$ cat config.mk
export PLATFORM = sky130hd
export DESIGN_NAME = hill_cipher_crypto
export DESIGN_NICKNAME = d
export VERILOG_FILES = /design/src/rtl/hill_cipher_pkg.sv /design/src/rtl/hill_key_inv3.sv /design/src/rtl/hill_cipher_crypto.sv
export SDC_FILE = /design/constraint.sdc
export NUM_CORES = 2
export LEC_CHECK = 0
export CORE_ASPECT_RATIO = 1.1
export CORE_MARGIN = 3
export CORE_UTILIZATION = 45
export DETAILED_ROUTE_END_ITERATION = 7
export PLACE_DENSITY_LB_ADDON = 0.3
export SETUP_SLACK_MARGIN = 0.1
export SYNTH_ARGS = -nofsm -noshare
export SYNTH_HDL_FRONTEND = slang
export SYNTH_SLANG_ARGS = --single-unit
$ cat constraint.sdc
create_clock -name clk -period 39.3 [get_ports clk]
set_input_delay 9.825 -clock clk [delete_from_list [all_inputs] [get_ports clk]]
set_output_delay 9.825 -clock clk [all_outputs]
set_load 0.02 [all_outputs]
$ cat src/rtl/hill_cipher_pkg.sv
// Shared constants, types and mod-26 helpers for the Hill cipher block.
package hill_cipher_pkg;

  localparam int unsigned MOD     = 26;
  localparam logic [7:0]  ASCII_A = 8'h41;

  typedef logic [4:0] res_t;

  typedef enum logic [1:0] {
    IDLE,
    INV,
    CALC,
    DONE
  } state_t;

  // Letters of either case map to their alphabet position; anything else folds mod 26.
  function automatic res_t char_to_idx(input logic [31:0] ch);
    if (ch >= 32'd65 && ch <= 32'd90) begin
      return res_t'(ch - 32'd65);
    end else if (ch >= 32'd97 && ch <= 32'd122) begin
      return res_t'(ch - 32'd97);
    end else begin
      return res_t'(ch % 32'd26);
    end
  endfunction

  // Multiplicative inverse mod 26; non-invertible residues return 0.
  function automatic res_t inv_mod26(input res_t r);
    case (r)
      5'd1:    return 5'd1;
      5'd3:    return 5'd9;
      5'd5:    return 5'd21;
      5'd7:    return 5'd15;
      5'd9:    return 5'd3;
      5'd11:   return 5'd19;
      5'd15:   return 5'd7;
      5'd17:   return 5'd23;
      5'd19:   return 5'd11;
      5'd21:   return 5'd5;
      5'd23:   return 5'd17;
      5'd25:   return 5'd25;
      default: return 5'd0;
    endcase
  endfunction

endpackage

$ cat src/rtl/hill_key_inv3.sv
// Combinational 3x3 adjugate and determinant of the key matrix, reduced mod 26.
module hill_key_inv3
  import hill_cipher_pkg::*;
(
  input  res_t key [9],
  output res_t adj [9],
  output res_t det
);

  function automatic res_t mod26s(input int x);
    int r;
    r = x % 26;
    if (r < 0) r = r + 26;
    return res_t'(r);
  endfunction

  int cof [9];
  int det_acc;

  // Cyclic index form yields signed cofactors directly for a 3x3 matrix.
  always_comb begin
    cof     = '{default: 0};
    adj     = '{default: '0};
    det_acc = 0;
    for (int unsigned i = 0; i < 3; i++) begin
      for (int unsigned j = 0; j < 3; j++) begin
        cof[i*3+j] = int'(key[((i+1)%3)*3 + (j+1)%3]) * int'(key[((i+2)%3)*3 + (j+2)%3])
                   - int'(key[((i+1)%3)*3 + (j+2)%3]) * int'(key[((i+2)%3)*3 + (j+1)%3]);
      end
    end
    for (int unsigned i = 0; i < 3; i++) begin
      for (int unsigned j = 0; j < 3; j++) begin
        adj[j*3+i] = mod26s(cof[i*3+j]);
      end
    end
    for (int unsigned j = 0; j < 3; j++) begin
      det_acc = det_acc + int'(key[j]) * cof[j];
    end
    det = mod26s(det_acc);
  end

endmodule

$ cat src/rtl/hill_cipher_crypto.sv
// Hill cipher block engine: key/text memories, optional 3x3 key inversion, one output row per cycle.
module hill_cipher_crypto
  import hill_cipher_pkg::*;
#(
  parameter int BLOCK_SIZE = 3,
  parameter int DATA_WIDTH = 8
) (
  input  logic                                    clk,
  input  logic                                    rst,
  input  logic                                    start,
  input  logic                                    mode,
  input  logic [DATA_WIDTH-1:0]                   key_data,
  input  logic [$clog2(BLOCK_SIZE*BLOCK_SIZE)-1:0] key_addr,
  input  logic                                    key_wen,
  input  logic [DATA_WIDTH-1:0]                   text_in,
  input  logic [$clog2(BLOCK_SIZE)-1:0]           text_in_addr,
  input  logic                                    text_in_wen,
  output logic [DATA_WIDTH-1:0]                   text_out,
  output logic                                    text_out_valid,
  output logic                                    done
);

  localparam int NN     = BLOCK_SIZE * BLOCK_SIZE;
  localparam int RW     = $clog2(BLOCK_SIZE);
  localparam int SUM_W  = (BLOCK_SIZE * 625 >= 2048) ? $clog2(BLOCK_SIZE * 625 + 1) : 11;
  localparam bit DEC_OK = (BLOCK_SIZE == 3);

  state_t                state, state_d;
  res_t                  key_mem  [NN];
  logic [DATA_WIDTH-1:0] text_mem [BLOCK_SIZE];
  res_t                  adj      [NN];
  res_t                  det;
  res_t                  adj_q    [NN];
  res_t                  det_inv_q;
  res_t                  inv_q    [NN];
  logic                  mode_q;
  logic                  inv_step;
  logic [RW-1:0]         row;

  logic                  capture, ld_adj, ld_inv, emit, fin;
  logic [SUM_W-1:0]      acc;
  res_t                  m, p, row_res;

  if (BLOCK_SIZE == 3) begin : g_inv
    hill_key_inv3 u_key_inv (
      .key (key_mem),
      .adj (adj),
      .det (det)
    );
  end else begin : g_noinv
    always_comb begin
      adj = '{default: '0};
      det = '0;
    end
  end

  always_ff @(posedge clk or negedge rst) begin
    if (!rst) state <= IDLE;
    else      state <= state_d;
  end

  always_comb begin
    state_d = state;
    capture = 1'b0;
    ld_adj  = 1'b0;
    ld_inv  = 1'b0;
    emit    = 1'b0;
    fin     = 1'b0;
    case (state)
      IDLE: begin
        if (start) begin
          capture = 1'b1;
          state_d = (mode && DEC_OK) ? INV : CALC;
        end
      end
      INV: begin
        if (!inv_step) begin
          ld_adj = 1'b1;
        end else begin
          ld_inv  = 1'b1;
          state_d = CALC;
        end
      end
      CALC: begin
        emit = 1'b1;
        if (int'(row) == BLOCK_SIZE - 1) state_d = DONE;
      end
      DONE: begin
        fin     = 1'b1;
        state_d = IDLE;
      end
      default: state_d = IDLE;
    endcase
  end

  // Dot product of the selected matrix row with the mapped text vector.
  always_comb begin
    acc = '0;
    m   = '0;
    p   = '0;
    for (int unsigned c = 0; c < BLOCK_SIZE; c++) begin
      m   = mode_q ? inv_q[int'(row) * BLOCK_SIZE + c] : key_mem[int'(row) * BLOCK_SIZE + c];
      p   = char_to_idx(32'(text_mem[c]));
      acc = acc + SUM_W'(m) * SUM_W'(p);
    end
    row_res = res_t'(acc % SUM_W'(MOD));
  end

  always_ff @(posedge clk or negedge rst) begin
    if (!rst) begin
      for (int unsigned i = 0; i < NN; i++) begin
        key_mem[i] <= '0;
        adj_q[i]   <= '0;
        inv_q[i]   <= '0;
      end
      for (int unsigned i = 0; i < BLOCK_SIZE; i++) begin
        text_mem[i] <= '0;
      end
      det_inv_q      <= '0;
      mode_q         <= 1'b0;
      inv_step       <= 1'b0;
      row            <= '0;
      text_out       <= '0;
      text_out_valid <= 1'b0;
      done           <= 1'b0;
    end else begin
      text_out_valid <= emit;
      done           <= fin;
      if (state == IDLE && key_wen && int'(key_addr) < NN) begin
        key_mem[key_addr] <= res_t'(key_data % DATA_WIDTH'(MOD));
      end
      if (state == IDLE && text_in_wen && int'(text_in_addr) < BLOCK_SIZE) begin
        text_mem[text_in_addr] <= text_in;
      end
      if (capture) begin
        mode_q   <= mode & DEC_OK;
        inv_step <= 1'b0;
        row      <= '0;
      end
      if (ld_adj) begin
        adj_q     <= adj;
        det_inv_q <= inv_mod26(det);
        inv_step  <= 1'b1;
      end
      if (ld_inv) begin
        for (int unsigned i = 0; i < NN; i++) begin
          inv_q[i] <= res_t'((10'(adj_q[i]) * 10'(det_inv_q)) % 10'(MOD));
        end
      end
      if (emit) begin
        text_out <= DATA_WIDTH'(ASCII_A) + DATA_WIDTH'(row_res);
        row      <= row + RW'(1);
      end
    end
  end

endmodule

==> results.yml <==
job:
  max-cap-violations: 0
critical_path:
  r2r_start: "key_mem[3]$_DFFE_PN0P_"
  r2r-end: "det_inv_q[4]$_DFFE_PN0P_"
  cp_top_family: "compound AO/OA/AOI/OAI gates"
  worst_setup_path_start_kind: "register"
  max_stage_delay_ps: 1010
  cp-end-kind: "register"
  worstPathArrival_ps: 34780
  path_buf_inv: 6
  reg2reg_slack_ps: 4960
  required_ps: 39740
  crit_top_cell: "fa_1"
  rr_worst_depth: 97
  crit_fanout: 25
  crit_slowest_cell: "dfrtp_1"
  critPathKind: "register to register"
floorplan:
  rows: 154
  die_w_um: 390.2
  die_y_um: 428.7
  floorplan.initialDensity_pct: 45.48
  io_pins: 38
  core_um2: 160700
  dieArea_um2: 167300
sta:
  fmax_mhz: 29.12
  max_slew.worst_pin.slew_ps: 1192
  setup_violations: 0
  maxSlewViolCount: 0
  tns_ps: 0
  hold_slack_ps: 479.0
  period_minus_slack_ps: 34340
  fin_crit_sh_pct: 87.38
  hold_viol: 0
  rsz0062_at_grt: "no"
  finClkSkew_ps: 29.81
  relSlewSlack_pct: 20.28
synth:
  synth.distinct_cells: 126
  synthCells: 9579
  synth_warnings: 0
  synth-seq-cells: 179
  synth_ff_type: "dfrtp_1"
  seq_area_frac_synth_pct: 6.129
  yosysTopAreaCell: "fa_1"
  synth-edff-count: 0
  avgSynthCellArea_um2: 7.629
  synthTopCellsByArea: "fa_1 (17%), ha_1 (14%), xnor2_1 (6.3%)"
  synth-async-reset-ratio_pct: 100.0
  synth_fp_nets: 11067
  syn_area_um2: 73080
  synth_top_area_share_pct: 17.20
routing:
  first_pass_iters: 6
  routedWlPerCell_um: 16.62
  routed_via_density: 5.704
  drt_iter0_drc: 4481
  ant_nets: 0
  totalWireLength_mm: 190.9
  vias: 65511
  drc: 0
cells_and_area:
  drive_gt1_share_pct: 4.416
  layout_common_cells: "inv_1 (1232), nand2_1 (1026), ha_1 (832)"
  synthToLayoutAreaGrowth_pct: 4.018
  nets: 10850
  mostFrequentLayoutCell: "inv_1"
  design_area_um2: 76020
grt:
  grt_max_degree: 96
  grt_pass1_wl_mm: 318.8
  grt_use_total_pct: 22.61
  overflow: 0
  grt_antenna_before_repair: 8
  grt_pass1_vias: 63980
min_path:
  hold_end: "text_out[6]$_DFFE_PN0P_"
  worstHoldStart: "text_out[6]$_DFFE_PN0P_"
  min_path_cells: 1
  hold_path.class: "register to register"
clocking:
  htreeDepth: 4
  clkSinkCount: 179
  cts-root-buf: "clkbuf_16"
  cts.clk_slew.worst_paths_ps: 90
  hold_buffers: 0
  cts_buffer_depth: 2
  cts_setup_buffers: 0
  clk_latency_ps: 530
  cts_made_buffers: 17
  cts_resized: 0
  cts_tree: "yes"
outcome:
  outcome: "finished, final reports clean"
placed_design:
  placed_cell_area_um2: 75370
  portBuffers: 36
  gp_congestion: 0.9051
  dpl.hpwl_mm: 153.1
## Yosys cell counts (19+ instances only)
cell,n
nor3_1,148
o211ai_1,50
mux2_2,112
nor2_1,664
o22ai_1,58
o221ai_1,29
fa_1,628
xnor2_1,529
a31oi_1,103
o31ai_1,31
a21oi_1,626
a21o_1,140
dfrtp_1,179
and2_1,575
nor2b_1,98
a221oi_1,29
a211oi_1,70
or3_1,36
buf_2,20
mux2i_1,135
nand2_1,1027
or2_2,48
nand2b_1,85
o21ai_0,483
ha_1,832
a22oi_1,42
nand4_1,39
xor2_1,247
o21a_1,28
o21bai_1,138
inv_1,1232
nand3_1,148
o21ai_1,43
nor4_1,37
a211o_1,19
and3_1,58
maj3_1,35
mux4_2,38
clkbuf_1,328
## flip-flops by register name, indices dropped and copies added (netlist names)
| name | cells |
|---|---|
| det_inv_q | 5 |
| state | 2 |
| text_out_valid | 1 |
| done | 1 |
| row | 2 |
| key_mem | 45 |
| adj_q | 45 |
| text_mem | 24 |
| inv_q | 45 |
| mode_q | 1 |
| text_out | 7 |
| inv_step | 1 |
## layout make-up
class | count | area [um2]
timing repair buffer | 132 | 1085
antenna | 5 | 12.51
multi-input combinational | 7800 | 62550
clock buffer | 17 | 425.4
sequential | 179 | 4481
clock inverter | 15 | 207.7
inverter | 1232 | 4624
fill | 15880 | 84680
tap | 2106 | 2635
## worst reg2reg max path: cells and delay by family (launching register included)
kind	cells	cell delay, ps
AO/OA/AOI/OAI	41	14730
buffers and inverters	6	480
AND/OR/NAND/NOR	20	6370
multiplexers	9	2970
XOR/XNOR	6	2030
flip-flops	1	1010
adder cells (fa/ha/maj)	15	6660
## how the worst max path moves through the flow
stage	from	to	slack, ps	cells past startpoint
2_1_floorplan	key_mem[4]$_DFFE_PN0P_	det_inv_q[4]$_DFFE_PN0P_	12420	107
3_3_place_gp	key_mem[3]$_DFFE_PN0P_	det_inv_q[4]$_DFFE_PN0P_	6460	95
3_5_place_dp	key_mem[3]$_DFFE_PN0P_	det_inv_q[4]$_DFFE_PN0P_	5590	97
4_1_cts	key_mem[3]$_DFFE_PN0P_	det_inv_q[4]$_DFFE_PN0P_	5450	97
5_1_grt	key_mem[14]$_DFFE_PN0P_	det_inv_q[4]$_DFFE_PN0P_	2200	95
6_report	key_mem[3]$_DFFE_PN0P_	det_inv_q[4]$_DFFE_PN0P_	4960	97
## kinds of logic (layout without fill, tap and decap cells)
kind of cell / Yosys count / in the layout / share of synthesized area [%]
buffers and inverters: 1600 / 1396 / 8.321
xor gates and xnor gates: 780 / 780 / 9.406
other: 1 / 6 / 0.005131
DFF: 179 / 179 / 6.129
and+or+nand+nor: 3059 / 3059 / 20.16
adders and majority gates: 1496 / 1496 / 31.94
muxes: 293 / 293 / 4.893
AOI/OAI and AO/OA: 2171 / 2171 / 19.14
## routing by layer
layer	global-route usage, %	vias up	routed length (um)
li1	-	31969	-
met1	29.07	31681	83310
met2	39.55	1594	92520
met3	2.534	265	9066
met4	7.015	2	6039
met5	0	-	11
## through the flow
step | cells | utilization, % | worst slack, ps
floorplan | 9579 | - | 12420
global placement | 11449 | 46.90 | 6457
detailed placement | 11449 | 46.90 | 5591
CTS | 11481 | 47.29 | 5454
global route | 11483 | 47.30 | 2204
finish | 11486 | 47.30 | 4959
Power is not shown: default switching activity piles up to over one toggle a cycle in this logic, so the estimate is an artifact.
